[src/rtl/midi_pkg.sv]
// midi_pkg: shared types and constants for the MIDI note generator.
//   midi_byte_t       one byte on the MIDI byte stream
//   MIDI_NOTE_ON/OFF  status-byte high nibbles
//   note_gen_state_t  message-emission FSM states
//   status_byte()     builds a status byte from event polarity and channel
package midi_pkg;

  typedef logic [7:0] midi_byte_t;

  localparam logic [3:0] MIDI_NOTE_ON  = 4'h9;
  localparam logic [3:0] MIDI_NOTE_OFF = 4'h8;

  typedef enum logic [1:0] {
    IDLE,
    STATUS,
    DATA1,
    DATA2
  } note_gen_state_t;

  function automatic midi_byte_t status_byte(input logic on, input logic [3:0] channel);
    return {(on ? MIDI_NOTE_ON : MIDI_NOTE_OFF), channel};
  endfunction

endpackage

[src/rtl/btn_debounce.sv]
// btn_debounce: synchronizes a raw button and debounces it.
//   clk    system clock
//   rst    asynchronous reset, active-high
//   btn    raw button, asynchronous to clk
//   level  debounced button level (1 = pressed)
//   rise   1-cycle pulse, coincident with level going high
//   fall   1-cycle pulse, coincident with level going low
// The level flips only after the synchronized input has differed from it for
// DEBOUNCE_CNT consecutive cycles.
module btn_debounce #(
  parameter int unsigned DEBOUNCE_CNT = 1_000_000
) (
  input  logic clk,
  input  logic rst,
  input  logic btn,
  output logic level,
  output logic rise,
  output logic fall
);

  localparam int unsigned CntW = (DEBOUNCE_CNT > 1) ? $clog2(DEBOUNCE_CNT) : 1;
  localparam logic [CntW-1:0] CntMax = CntW'(DEBOUNCE_CNT - 1);

  logic            sync1_q, sync2_q;
  logic [CntW-1:0] cnt_q;
  logic            level_q, rise_q, fall_q;

  always_ff @(posedge clk or posedge rst) begin
    if (rst) begin
      sync1_q <= 1'b0;
      sync2_q <= 1'b0;
      cnt_q   <= '0;
      level_q <= 1'b0;
      rise_q  <= 1'b0;
      fall_q  <= 1'b0;
    end else begin
      sync1_q <= btn;
      sync2_q <= sync1_q;
      rise_q  <= 1'b0;
      fall_q  <= 1'b0;
      if (sync2_q == level_q) begin
        cnt_q <= '0;
      end else if (cnt_q == CntMax) begin
        cnt_q   <= '0;
        level_q <= sync2_q;
        rise_q  <= sync2_q;
        fall_q  <= ~sync2_q;
      end else begin
        cnt_q <= cnt_q + CntW'(1);
      end
    end
  end

  assign level = level_q;
  assign rise  = rise_q;
  assign fall  = fall_q;

endmodule

[src/rtl/midi_note_gen.sv]
// midi_note_gen: turns debounced button presses/releases into MIDI Note On /
// Note Off messages (status, note, velocity) on a valid/ready byte stream.
//   clk       system clock
//   rst       asynchronous reset, active-high
//   btn       raw button, 1 = pressed
//   tx_data   byte offered downstream (registered)
//   tx_valid  tx_data is valid (registered)
//   tx_ready  downstream accepts; transfer on tx_valid && tx_ready at a clk edge
//   busy      message in flight or events pending (registered)
//   evt_drop  1-cycle pulse when an event is lost to a full queue
module midi_note_gen #(
  parameter int unsigned DEBOUNCE_CNT   = 1_000_000,
  parameter logic [3:0]  CHANNEL        = 4'd0,
  parameter logic [6:0]  NOTE           = 7'd60,
  parameter logic [6:0]  VELOCITY       = 7'd100,
  parameter bit          RUNNING_STATUS = 1'b0
) (
  input  logic       clk,
  input  logic       rst,
  input  logic       btn,
  output logic [7:0] tx_data,
  output logic       tx_valid,
  input  logic       tx_ready,
  output logic       busy,
  output logic       evt_drop
);

  import midi_pkg::*;

  // Async assert, sync deassert of the internal reset.
  logic [1:0] rst_sync_q;
  logic       rst_int;

  always_ff @(posedge clk or posedge rst) begin
    if (rst) rst_sync_q <= 2'b11;
    else     rst_sync_q <= {rst_sync_q[0], 1'b0};
  end

  assign rst_int = rst_sync_q[1];

  logic btn_level, btn_rise, btn_fall;

  btn_debounce #(
    .DEBOUNCE_CNT(DEBOUNCE_CNT)
  ) u_debounce (
    .clk  (clk),
    .rst  (rst_int),
    .btn  (btn),
    .level(btn_level),
    .rise (btn_rise),
    .fall (btn_fall)
  );

  // Event queue: fifo_q[0] is the head, 1 = Note On.
  logic [1:0]      fifo_q, fifo_d;
  logic [1:0]      fifo_cnt_q, fifo_cnt_d;
  logic            push, pop, drop, push_ok;
  note_gen_state_t state_q;
  midi_byte_t      status_q, last_status_q, tx_data_q, head_status;
  logic [6:0]      vel_q;
  logic            tx_valid_q, busy_q, evt_drop_q, hs, busy_d;

  assign hs          = tx_valid_q && tx_ready;
  assign push        = btn_rise || btn_fall;
  assign pop         = (state_q == IDLE) && (fifo_cnt_q != 2'd0);
  // A pop in the same cycle frees a slot, so a push into a full queue still lands.
  assign drop        = push && (fifo_cnt_q == 2'd2) && !pop;
  assign push_ok     = push && !drop;
  assign head_status = status_byte(fifo_q[0], CHANNEL);

  always_comb begin
    fifo_d     = fifo_q;
    fifo_cnt_d = fifo_cnt_q;
    if (pop) begin
      fifo_d     = {1'b0, fifo_q[1]};
      fifo_cnt_d = fifo_cnt_d - 2'd1;
    end
    if (push_ok) begin
      // Level is already updated when rise/fall pulse, so it encodes ON/OFF.
      fifo_d[fifo_cnt_d[0]] = btn_level;
      fifo_cnt_d            = fifo_cnt_d + 2'd1;
    end
  end

  always_comb begin
    busy_d = pop || (fifo_cnt_d != 2'd0);
    case (state_q)
      STATUS, DATA1: busy_d = 1'b1;
      DATA2:         if (!hs) busy_d = 1'b1;
      default:       ;
    endcase
  end

  always_ff @(posedge clk or posedge rst_int) begin
    if (rst_int) begin
      fifo_q     <= 2'b00;
      fifo_cnt_q <= 2'd0;
    end else begin
      fifo_q     <= fifo_d;
      fifo_cnt_q <= fifo_cnt_d;
    end
  end

  always_ff @(posedge clk or posedge rst_int) begin
    if (rst_int) begin
      state_q       <= IDLE;
      status_q      <= 8'h00;
      last_status_q <= 8'h00;
      vel_q         <= 7'd0;
      tx_data_q     <= 8'h00;
      tx_valid_q    <= 1'b0;
      busy_q        <= 1'b0;
      evt_drop_q    <= 1'b0;
    end else begin
      evt_drop_q <= drop;
      busy_q     <= busy_d;
      case (state_q)
        IDLE: begin
          if (pop) begin
            status_q   <= head_status;
            vel_q      <= fifo_q[0] ? VELOCITY : 7'd0;
            tx_valid_q <= 1'b1;
            if (RUNNING_STATUS && (head_status == last_status_q)) begin
              state_q   <= DATA1;
              tx_data_q <= {1'b0, NOTE};
            end else begin
              state_q   <= STATUS;
              tx_data_q <= head_status;
            end
          end
        end
        STATUS: begin
          if (hs) begin
            last_status_q <= status_q;
            state_q       <= DATA1;
            tx_data_q     <= {1'b0, NOTE};
          end
        end
        DATA1: begin
          if (hs) begin
            state_q   <= DATA2;
            tx_data_q <= {1'b0, vel_q};
          end
        end
        DATA2: begin
          if (hs) begin
            state_q    <= IDLE;
            tx_valid_q <= 1'b0;
            tx_data_q  <= 8'h00;
          end
        end
        default: state_q <= IDLE;
      endcase
    end
  end

  assign tx_data  = tx_data_q;
  assign tx_valid = tx_valid_q;
  assign busy     = busy_q;
  assign evt_drop = evt_drop_q;

endmodule

[config.mk]
export PLATFORM = sky130hd
export DESIGN_NAME = midi_note_gen
export DESIGN_NICKNAME = d
export VERILOG_FILES = /design/src/rtl/midi_pkg.sv /design/src/rtl/btn_debounce.sv /design/src/rtl/midi_note_gen.sv
export SDC_FILE = /design/constraint.sdc
export NUM_CORES = 1
export LEC_CHECK = 0
export CAP_MARGIN = 15
export CELL_PAD_IN_SITES_DETAIL_PLACEMENT = 0
export CELL_PAD_IN_SITES_GLOBAL_PLACEMENT = 1
export CORE_MARGIN = 2
export CORE_UTILIZATION = 44
export DETAILED_ROUTE_END_ITERATION = 8
export PLACE_DENSITY = 0.79
export SYNTH_ARGS = -nofsm -noshare
export SYNTH_HDL_FRONTEND = slang
export SYNTH_SLANG_ARGS = --single-unit
[constraint.sdc]
create_clock -name clk -period 1.5 [get_ports clk]
set_clock_uncertainty 0.1 [all_clocks]
set_input_delay 0.375 -clock clk [delete_from_list [all_inputs] [get_ports clk]]
set_output_delay 0.375 -clock clk [all_outputs]
set_load 0.05 [all_outputs]
==> impl_metrics.csv, run 1 <==
group,metric,value,unit
synth,ys_seq_area_share,50.8,%
clock_tree,clkTransAtPathRegs,0.08,ns
sta,fin_ws,-0.319,ns
die,ioPinCount,15,
critical_path,crit_fanout,5,
die,fp.coreArea,0.00444,mm2
synth,synth_edf_count,0,
synth,yosys_warnings,0,
clock_tree,clk_latency,0.30,ns
synth,syn_area,0.00207,mm2
synth,synth_cells,194,
critical_path,crit_required,1.59,ns
power,power_density,1580,mW/mm2
die,num_rows,24,
sta,fin_crit_sh,121,%
synth,synth_most_common_cell,"dfrtp_1",
clock_tree,ctsHoldBuffers,0,
sta,fmax,0.550,GHz
clock_tree,cts_max_level,2,
clock_tree,cts_root_buf,"clkbuf_8",
routing,routed_wl,5.43,mm
sta,rsz0062_at_grt,"true",
routing,vias_per_cell,5.57,
placed_design,place_ws,-0.418,ns
placed_design,placed_area,0.00274,mm2
global_routing,grt_max_degree,41,
synth,yosysUniqueCellTypes,39,
power,vdd_drop_max,801,uV
finish,layout.nets,277,
global_routing,grt_usage,21.2,%
finish,fill_cells,303,
routing,wl_met2,3.02,mm
global_routing,overflow,0,
routing,dr.pass1.iters,4,
global_routing,antenna_found_initial,0,
hold_path,min_path_type,"flop to asynchronous set/reset pin",
synth,postSynth.asyncResetShare,100,%
die,dieArea,0.00527,mm2
sta,fin_tns_setup,-8.15,ns
routing,drc,0,
routing,dr_wl_met3,166,um
synth,avgSynthCellArea,10.7,um2
routing,vias,1772,
synth,yosys.area.top_type_share,48.3,%
synth,synth_top_area_cell,"dfrtp_1",
routing,drtAntennaViolNets,0,
placed_design,hpwl,3.39,mm
sta,slew_violations,0,
sta,final_hold_viol_count,0,
clock_tree,cts_buffer_depth,2,
flow_run,maxCapViolCount,0,
routing,wl_per_cell,17.1,um
global_routing,grt_pass1_wl,8.61,mm
synth,synthTopCellsByArea,"dfrtp_1 48%, xor2_1 5.9%, ha_1 4.8%",
sta,setup_viol,38,
placed_design,gp_congestion,0.815,
power,p_leak,0.00142,uW
die,fp.dieW,72.6,um
finish,fin_area,0.00318,mm2
outcome,status,"complete, but fails checks",
routing,dr.max_layer_used,"met4",
synth,synth_flop_cell,"dfrtp_1",
critical_path,cp.arrival,1.91,ns
clock_tree,cts_tree,"done",
global_routing,grt_pass1_vias,1891,
routing,drt_iter0_drc,61,
sta,fin_hold_ws,0.197,ns
outcome,violations,"setup timing",
clock_tree,cts_made_buffers,5,
synth,synth_common_cells,"40 x dfrtp_1, 17 x nor2_1, 15 x nand2_1, 14 x xor2_1",
die,initial_core_util,46.6,%
placed_design,portBuffers,12,
finish,num_antenna_cells,0,
die,die_h,72.6,um
synth,ys_seq_elements,42,
finish,drive_above_1_share,46.6,%
sta,post-route-min-period,1.82,ns
critical_path,critPathKind,"flop to flop",
critical_path,critPathCaptureType,"flop",
routing,m1WireLength,2.08,mm
clock_tree,clock_sinks,42,
finish,area_growth,53.3,%
critical_path,startpoint_type,"flop",
-- cells by family after synthesis --
group                      Yosys count  share of synthesized area [%]
and+or+nand+nor                     72                           18.4
DFF                                 42                           50.8
AOI/OAI and AO/OA                   25                           7.97
xor gates and xnor gates            18                           7.61
buffers and inverters               17                           4.29
muxes                               11                           5.86
adders and majority gates            8                           4.83
other                                1                          0.181
-- where the power goes --
part / internal, uW / switching, uW
Clock: 371 / 382
Sequential: 1280 / 151
Combinational: 1460 / 1360
-- final timing paths --
| kind | startpoint | to | slack (ns) | cells after the start |
|---|---|---|---|---|
| hold reg to reg | rst_sync_q[1]$_DFF_PP1_ | fifo_q[0]$_DFF_PP0_ | 0.20 | 2 |
| max in group asynchronous | rst_sync_q[1]$_DFF_PP1_ | state_q[1]$_DFFE_PP0P_ | 0.90 | 2 |
| setup reg to reg | state_q[0]$_DFFE_PP0P_ | tx_data[5]$_DFFE_PP0P_ | -0.32 | 5 |
| min in group clk | u_debounce.sync1_q$_DFF_PP0_ | u_debounce.sync2_q$_DFF_PP0_ | 0.25 | 0 |
| hold / removal | rst_sync_q[1]$_DFF_PP1_ | fifo_q[0]$_DFF_PP0_ | 0.20 | 2 |
| setup / recovery | state_q[0]$_DFFE_PP0P_ | tx_data[5]$_DFFE_PP0P_ | -0.32 | 5 |
-- cell usage in the layout (no fill, tap or decap), types with 2 or more instances in the layout --
cell type / count
or3_1: 2
nand3_1: 5
clkbuf_8: 6
o21ai_2: 3
and3_1: 3
a21oi_1: 5
inv_1: 4
mux2_2: 4
xnor2_1: 2
nand2_1: 12
and2_1: 2
buf_12: 10
clkdlybuf4s50_1: 3
and4_4: 2
conb_1: 3
a22o_4: 2
xor2_1: 14
ha_4: 5
nand2_2: 3
a21oi_2: 2
nand3_4: 3
nand4_1: 7
mux2_4: 2
o31ai_1: 3
buf_4: 48
dfrtp_1: 38
ha_1: 3
o21ai_0: 3
a211oi_4: 2
nor2_1: 17
or4_1: 3
dfstp_2: 2
mux2i_1: 5
buf_6: 9
dfrtp_2: 2
nand3b_1: 2
nor3b_2: 2
inv_2: 3
-- layer usage --
| metal | GRT usage (%) | up-vias |
|---|---|---|
| met4 | 8.64 | 0 |
| met3 | 5.11 | 14 |
| met5 | 0 | - |
| met1 | 23.8 | 892 |
| li1 | - | 819 |
| met2 | 38.5 | 47 |
-- metrics by stage --
step,utilization (%),total power (uW),cells
after floorplan,-,2600,196
after global placement,61.7,3270,297
after detailed placement,61.7,3350,297
after CTS,68.2,4550,316
after global routing,71.5,5220,318
final,71.5,5000,318
-- registers in the layout, indices dropped and copies added (netlist names) --
register and count:
u_debounce.level 1, rst_sync_q 2, u_debounce.rise 1, busy 1, fifo_cnt_q 2, tx_valid 1
state_q 2, u_debounce.sync2_q 1, fifo_q 2, vel_q 1, tx_data 5, u_debounce.sync1_q 1
u_debounce.fall 1, u_debounce.cnt_q 20, evt_drop 1
-- final cells by class --
type                            count  area [um2]  share of cell area (%)
Tap cell                           52        65.1                    2.05
Clock inverter                      1        5.00                   0.158
Inverter                            7        26.3                   0.827
Sequential cell                    42        1060                    33.2
Clock buffer                        7        86.3                    2.72
Multi-Input combinational cell    138        1230                    38.8
Timing Repair Buffer               71         707                    22.3
-- worst max-delay path, cell delays in order (launching register included) --
cell	delay (ns)
dfrtp_2	0.42
inv_2	0.08
ha_4	0.16
or3_4	0.41
a22o_4	0.26
mux2_2	0.27
-- what timing repair did --
item / CTS / global route
cloned: 1 / 0
endpoints found under the setup margin: 37 / 38
setup buffers: 10 / 2
hold endpoints to repair: 0 / 0
resized for setup: 23 / 30
pin swaps: 9 / 9
Power figures use the tool's default switching activity.
==> run 2, diff against run 1 <==
--- a/config.mk
+++ b/config.mk
@@ -10,8 +10,10 @@
 export CELL_PAD_IN_SITES_GLOBAL_PLACEMENT = 1
 export CORE_MARGIN = 2
 export CORE_UTILIZATION = 44
+export CTS_CLUSTER_DIAMETER = 80
 export DETAILED_ROUTE_END_ITERATION = 8
 export PLACE_DENSITY = 0.79
+export SKIP_CTS_REPAIR_TIMING = 1
 export SYNTH_ARGS = -nofsm -noshare
 export SYNTH_HDL_FRONTEND = slang
 export SYNTH_SLANG_ARGS = --single-unit
==> impl_metrics.csv, run 2 (synthesized netlist as in run 1, its figures left out) <==
group,metric,value,unit
finish,largest-register,"u_debounce.cnt_q",
sta,fin_ws,-0.333,ns
sta,fin_crit_sh,122,%
finish,fin_area,0.00317,mm2
power,power.total,4550,uW
outcome,violations,"setup timing",
critical_path,critPathKind,"flop to flop",
die,initial_core_util,46.6,%
finish,final_cells,319,
sta,fmax,0.546,GHz
sta,rsz0062_at_grt,"true",
placed_design,dp.cells,297,
global_routing,grt_pass1_vias,1744,
clock_tree,clock_sinks,42,
routing,drtAntennaViolNets,0,
sta,fin_tns_setup,-8.28,ns
critical_path,critPathCaptureType,"flop",
die,dieArea,0.00527,mm2
sta,setup_viol,36,
clock_tree,cts_max_level,2,
critical_path,cpPeakStageDelay,0.46,ns
finish,layout_commonest_cell,"buf_4",
clock_tree,cts_tree,"done",
sta,final_hold_viol_count,0,
power,p_leak,0.00140,uW
critical_path,crit_required,1.59,ns
routing,dr.pass1.iters,4,
sta,post-route-min-period,1.83,ns
power,vdd_drop_max,623,uV
global_routing,overflow,0,
die,num_rows,24,
critical_path,path_buf_inv,0,
routing,drt_iter0_drc,59,
power,internal-power,2910,uW
finish,layout_common_cells,"46 x buf_4, 38 x dfrtp_1, 15 x nand2_1",
placed_design,gp_congestion,0.815,
finish,layout.nets,278,
clock_tree,clkTransAtPathRegs,0.08,ns
finish,largest_reg_flops,20,
critical_path,crit_fanout,4,
critical_path,cp_cell_sequence,"nor4b_2 -> nand2_1 -> or4_4 -> mux2_4",
global_routing,antenna_found_initial,0,
critical_path,crit_family,"simple AND/OR/NAND/NOR gates",
placed_design,portBuffers,12,
clock_tree,cts_made_buffers,5,
global_routing,grt_usage,19.2,%
placed_design,placed_area,0.00274,mm2
clock_tree,cts_root_buf,"clkbuf_8",
clock_tree,cts_buffer_depth,2,
die,ioPinCount,15,
routing,routed_wl,5.09,mm
routing,vias,1727,
power,p_sw_share,36.0,%
sta,slew_violations,0,
routing,wl_per_cell,15.9,um
clock_tree,clk_latency,0.29,ns
die,fp.coreArea,0.00444,mm2
power,p_switching,1640,uW
placed_design,place_ws,-0.418,ns
power,clockPowerShare,16.5,%
power,power_frac_comb,52.5,%
die,die_h,72.6,um
critical_path,crit_path_top_delay_cell,"or4_4",
placed_design,hpwl,3.39,mm
flow_run,maxCapViolCount,0,
outcome,status,"complete, but fails checks",
finish,num_antenna_cells,0,
global_routing,grt_max_degree,41,
critical_path,startpoint_type,"flop",
power,seqPwrFrac,31.0,%
global_routing,grt_pass1_wl,7.86,mm
power,power_density,1440,mW/mm2
finish,area_growth,53.1,%
finish,drive_above_1_share,49.8,%
routing,vias_per_cell,5.41,
critical_path,cp.arrival,1.92,ns
routing,drc,0,
die,fp.dieW,72.6,um
hold_path,min_path_type,"flop to asynchronous set/reset pin",
==> run 2: changes by cell type in the layout (fill, tap and decap cells not counted), sizes merged <==
| cell | before | now |
|---|---|---|
| buf | 68 | 69 |
==> run 2: path summary, 6_finish.rpt <==
check / start / endpoint / slack (ns) / cells after the start
worst max-delay path: u_debounce.cnt_q[6]$_DFF_PP0_ / u_debounce.level$_DFFE_PP0P_ / -0.33 / 4
max in group asynchronous: rst_sync_q[1]$_DFF_PP1_ / u_debounce.cnt_q[10]$_DFF_PP0_ / 0.89 / 2
worst max register to register: u_debounce.cnt_q[6]$_DFF_PP0_ / u_debounce.level$_DFFE_PP0P_ / -0.33 / 4
worst min-delay path: rst_sync_q[1]$_DFF_PP1_ / fifo_q[1]$_DFF_PP0_ / 0.20 / 2
min in group clk: u_debounce.sync1_q$_DFF_PP0_ / u_debounce.sync2_q$_DFF_PP0_ / 0.25 / 0
worst min register to register: rst_sync_q[1]$_DFF_PP1_ / fifo_q[1]$_DFF_PP0_ / 0.20 / 2
==> run 2: power by group through the flow <==
stage / combinational [uW] / clock, uW / sequential, uW
after global placement: 1850 / 0 / 1420
after global routing: 2540 / 823 / 1430
after detailed placement: 1930 / 0 / 1430
after CTS: 1930 / 774 / 1400
after floorplan: 983 / 0 / 1620
final: 2390 / 749 / 1410
==> run 2: through the flow <==
| step | util [%] | hold WS (ns) |
|---|---|---|
| after floorplan | - | 0.187 |
| after global placement | 61.7 | 0.205 |
| after detailed placement | 61.7 | 0.212 |
| after CTS | 63.8 | 0.217 |
| after global routing | 71.4 | 0.240 |
| final | 71.4 | 0.198 |
==> run 2: layer usage <==
layer / vias up / track usage (%) / routed length [um]
li1: 814 / - / -
met1: 861 / 22.7 / 1950
met2: 35 / 33.9 / 2840
met3: 17 / 4.70 / 160
met4: 0 / 6.38 / 137
met5: - / 0 / 0
==> run 2: final cells by class <==
class / instances / area, um2
fillers: 324 / 1270
multi-input cells: 138 / 1190
flip-flops and latches: 42 / 1060
repair buffers: 72 / 743
clock buffers: 7 / 86.3
well taps: 52 / 65.1
inverters: 7 / 26.3
clock inverters: 1 / 5.00
==> run 2: worst register-to-register path: stages (launching register included) <==
cell and delay, ns:
dfrtp_1 0.44, nor4b_2 0.31, nand2_1 0.11, or4_4 0.46, mux2_4 0.31
==> run 3, diff against run 2 <==
==> constraint.sdc (replaced) <==
create_clock -name clk -period 2.35 [get_ports clk]
set_clock_uncertainty 0.1 [all_clocks]
set_input_delay 0.5875 -clock clk [delete_from_list [all_inputs] [get_ports clk]]
set_output_delay 0.5875 -clock clk [all_outputs]
set_load 0.05 [all_outputs]
==> impl_metrics.csv, run 3 (synthesized netlist as in run 1, its figures left out) <==
group,metric,value,unit
sta,fin_ws,0.167,ns
placed_design,place_ws,0.255,ns
die,initial_core_util,46.6,%
critical_path,critPathKind,"flop to output port",
finish,num_antenna_cells,0,
routing,wl_per_cell,14.7,um
power,power.total,2190,uW
sta,slew_violations,0,
finish,largest-register,"u_debounce.cnt_q",
clock_tree,cts_root_buf,"clkbuf_8",
power,p_leak,0.00103,uW
sta,slew_headroom,64.0,%
global_routing,grt_usage,16.0,%
die,ioPinCount,15,
finish,seq_area,0.00105,mm2
sta,fin_tns_setup,0,ns
critical_path,critPathCaptureType,"output port",
critical_path,crit_required,1.66,ns
clock_tree,clkTransAtPathRegs,0.08,ns
hold_path,min_path_type,"flop to flop",
finish,layout_common_cells,"40 x dfrtp_1, 17 x nor2_1, 15 x nand2_1",
routing,drc,0,
critical_path,cp_cell_sequence,"clkdlybuf4s50_1",
routing,routed_wl,3.84,mm
flow_run,maxCapViolCount,0,
finish,multiInputGateArea,937,um2
sta,fin_hold_ws,0.246,ns
global_routing,grt_pass1_vias,1439,
placed_design,gp_congestion,0.863,
die,fp.coreArea,0.00444,mm2
critical_path,crit_family,"buffers and inverters",
clock_tree,clock_sinks,42,
sta,rsz0062_at_grt,"false",
clock_tree,clk_latency,0.29,ns
finish,area_growth,11.9,%
critical_path,crit_path_top_delay_cell,"clkdlybuf4s50_1",
critical_path,crit_fanout,4,
finish,layout.nets,222,
sta,fin_crit_sh,92.9,%
critical_path,cp.arrival,1.50,ns
sta,final_hold_viol_count,0,
critical_path,cpPeakStageDelay,0.82,ns
routing,drtAntennaViolNets,0,
global_routing,grt_max_degree,41,
global_routing,overflow,0,
critical_path,path_buf_inv,1,
global_routing,antenna_found_initial,0,
finish,fill_cells,397,
clock_tree,cts_made_buffers,5,
routing,dr.pass1.iters,4,
clock_tree,cts_max_level,2,
global_routing,grt_pass1_wl,6.54,mm
placed_design,hpwl,2.75,mm
critical_path,startpoint_type,"flop",
die,die_h,72.6,um
clock_tree,cts_buffer_depth,2,
placed_design,portBuffers,12,
outcome,status,"completed",
sta,setup_viol,0,
finish,fin_util,52.2,%
die,num_rows,24,
finish,layout_commonest_cell,"dfrtp_1",
die,dieArea,0.00527,mm2
power,vdd_drop_max,341,uV
routing,drt_iter0_drc,46,
die,fp.dieW,72.6,um
finish,drive_above_1_share,10.5,%
power,power_density,946,mW/mm2
routing,vias,1444,
routing,vias_per_cell,5.51,
sta,tightest_slew,0.537,ns
sta,post-route-min-period,2.18,ns
clock_tree,cts_tree,"done",
finish,largest_reg_flops,20,
sta,fmax,0.458,GHz
-- run 3: cell type report --
type | count | share of cell area (%)
clock buffer | 5 | 2.97
clock inverter | 2 | 0.432
inverter | 7 | 1.13
multi-input combinational | 137 | 40.4
sequential | 42 | 45.4
tap | 52 | 2.81
timing repair buffer | 17 | 6.80
-- run 3: final timing paths --
kind                                         startpoint                             end  slack [ns]  depth (start not counted)
max                                tx_valid$_DFFE_PP0P_                        tx_valid        0.17                          1
min                        u_debounce.sync1_q$_DFF_PP0_    u_debounce.sync2_q$_DFF_PP0_        0.25                          0
max reg2reg                     fifo_cnt_q[1]$_DFF_PP0_             fifo_q[0]$_DFF_PP0_        0.20                          6
min reg2reg                u_debounce.sync1_q$_DFF_PP0_    u_debounce.sync2_q$_DFF_PP0_        0.25                          0
max in group asynchronous       rst_sync_q[1]$_DFF_PP1_  u_debounce.cnt_q[19]$_DFF_PP0_        1.53                          2
min in group asynchronous       rst_sync_q[1]$_DFF_PP1_   u_debounce.cnt_q[1]$_DFF_PP0_        0.26                          2
-- run 3: power by group --
part	switching [uW]	internal, uW
registers	68.7	816
clock network	239	200
logic	521	350
-- run 3: routing by layer --
metal / share of wire, % / global-route usage (%) / up-vias
met5: 0 / 0 / -
met3: 2.7 / 4.28 / 6
met1: 44 / 18.7 / 722
met2: 52 / 28.3 / 22
met4: 1.5 / 5.35 / 0
li1: - / - / 694
-- run 3: per-stage QoR --
step                      cell area, um2  cells
after floorplan                     2080    196
final                               2320    262
after global placement              2240    255
after CTS                           2320    262
after detailed placement            2240    255
after global routing                2320    262
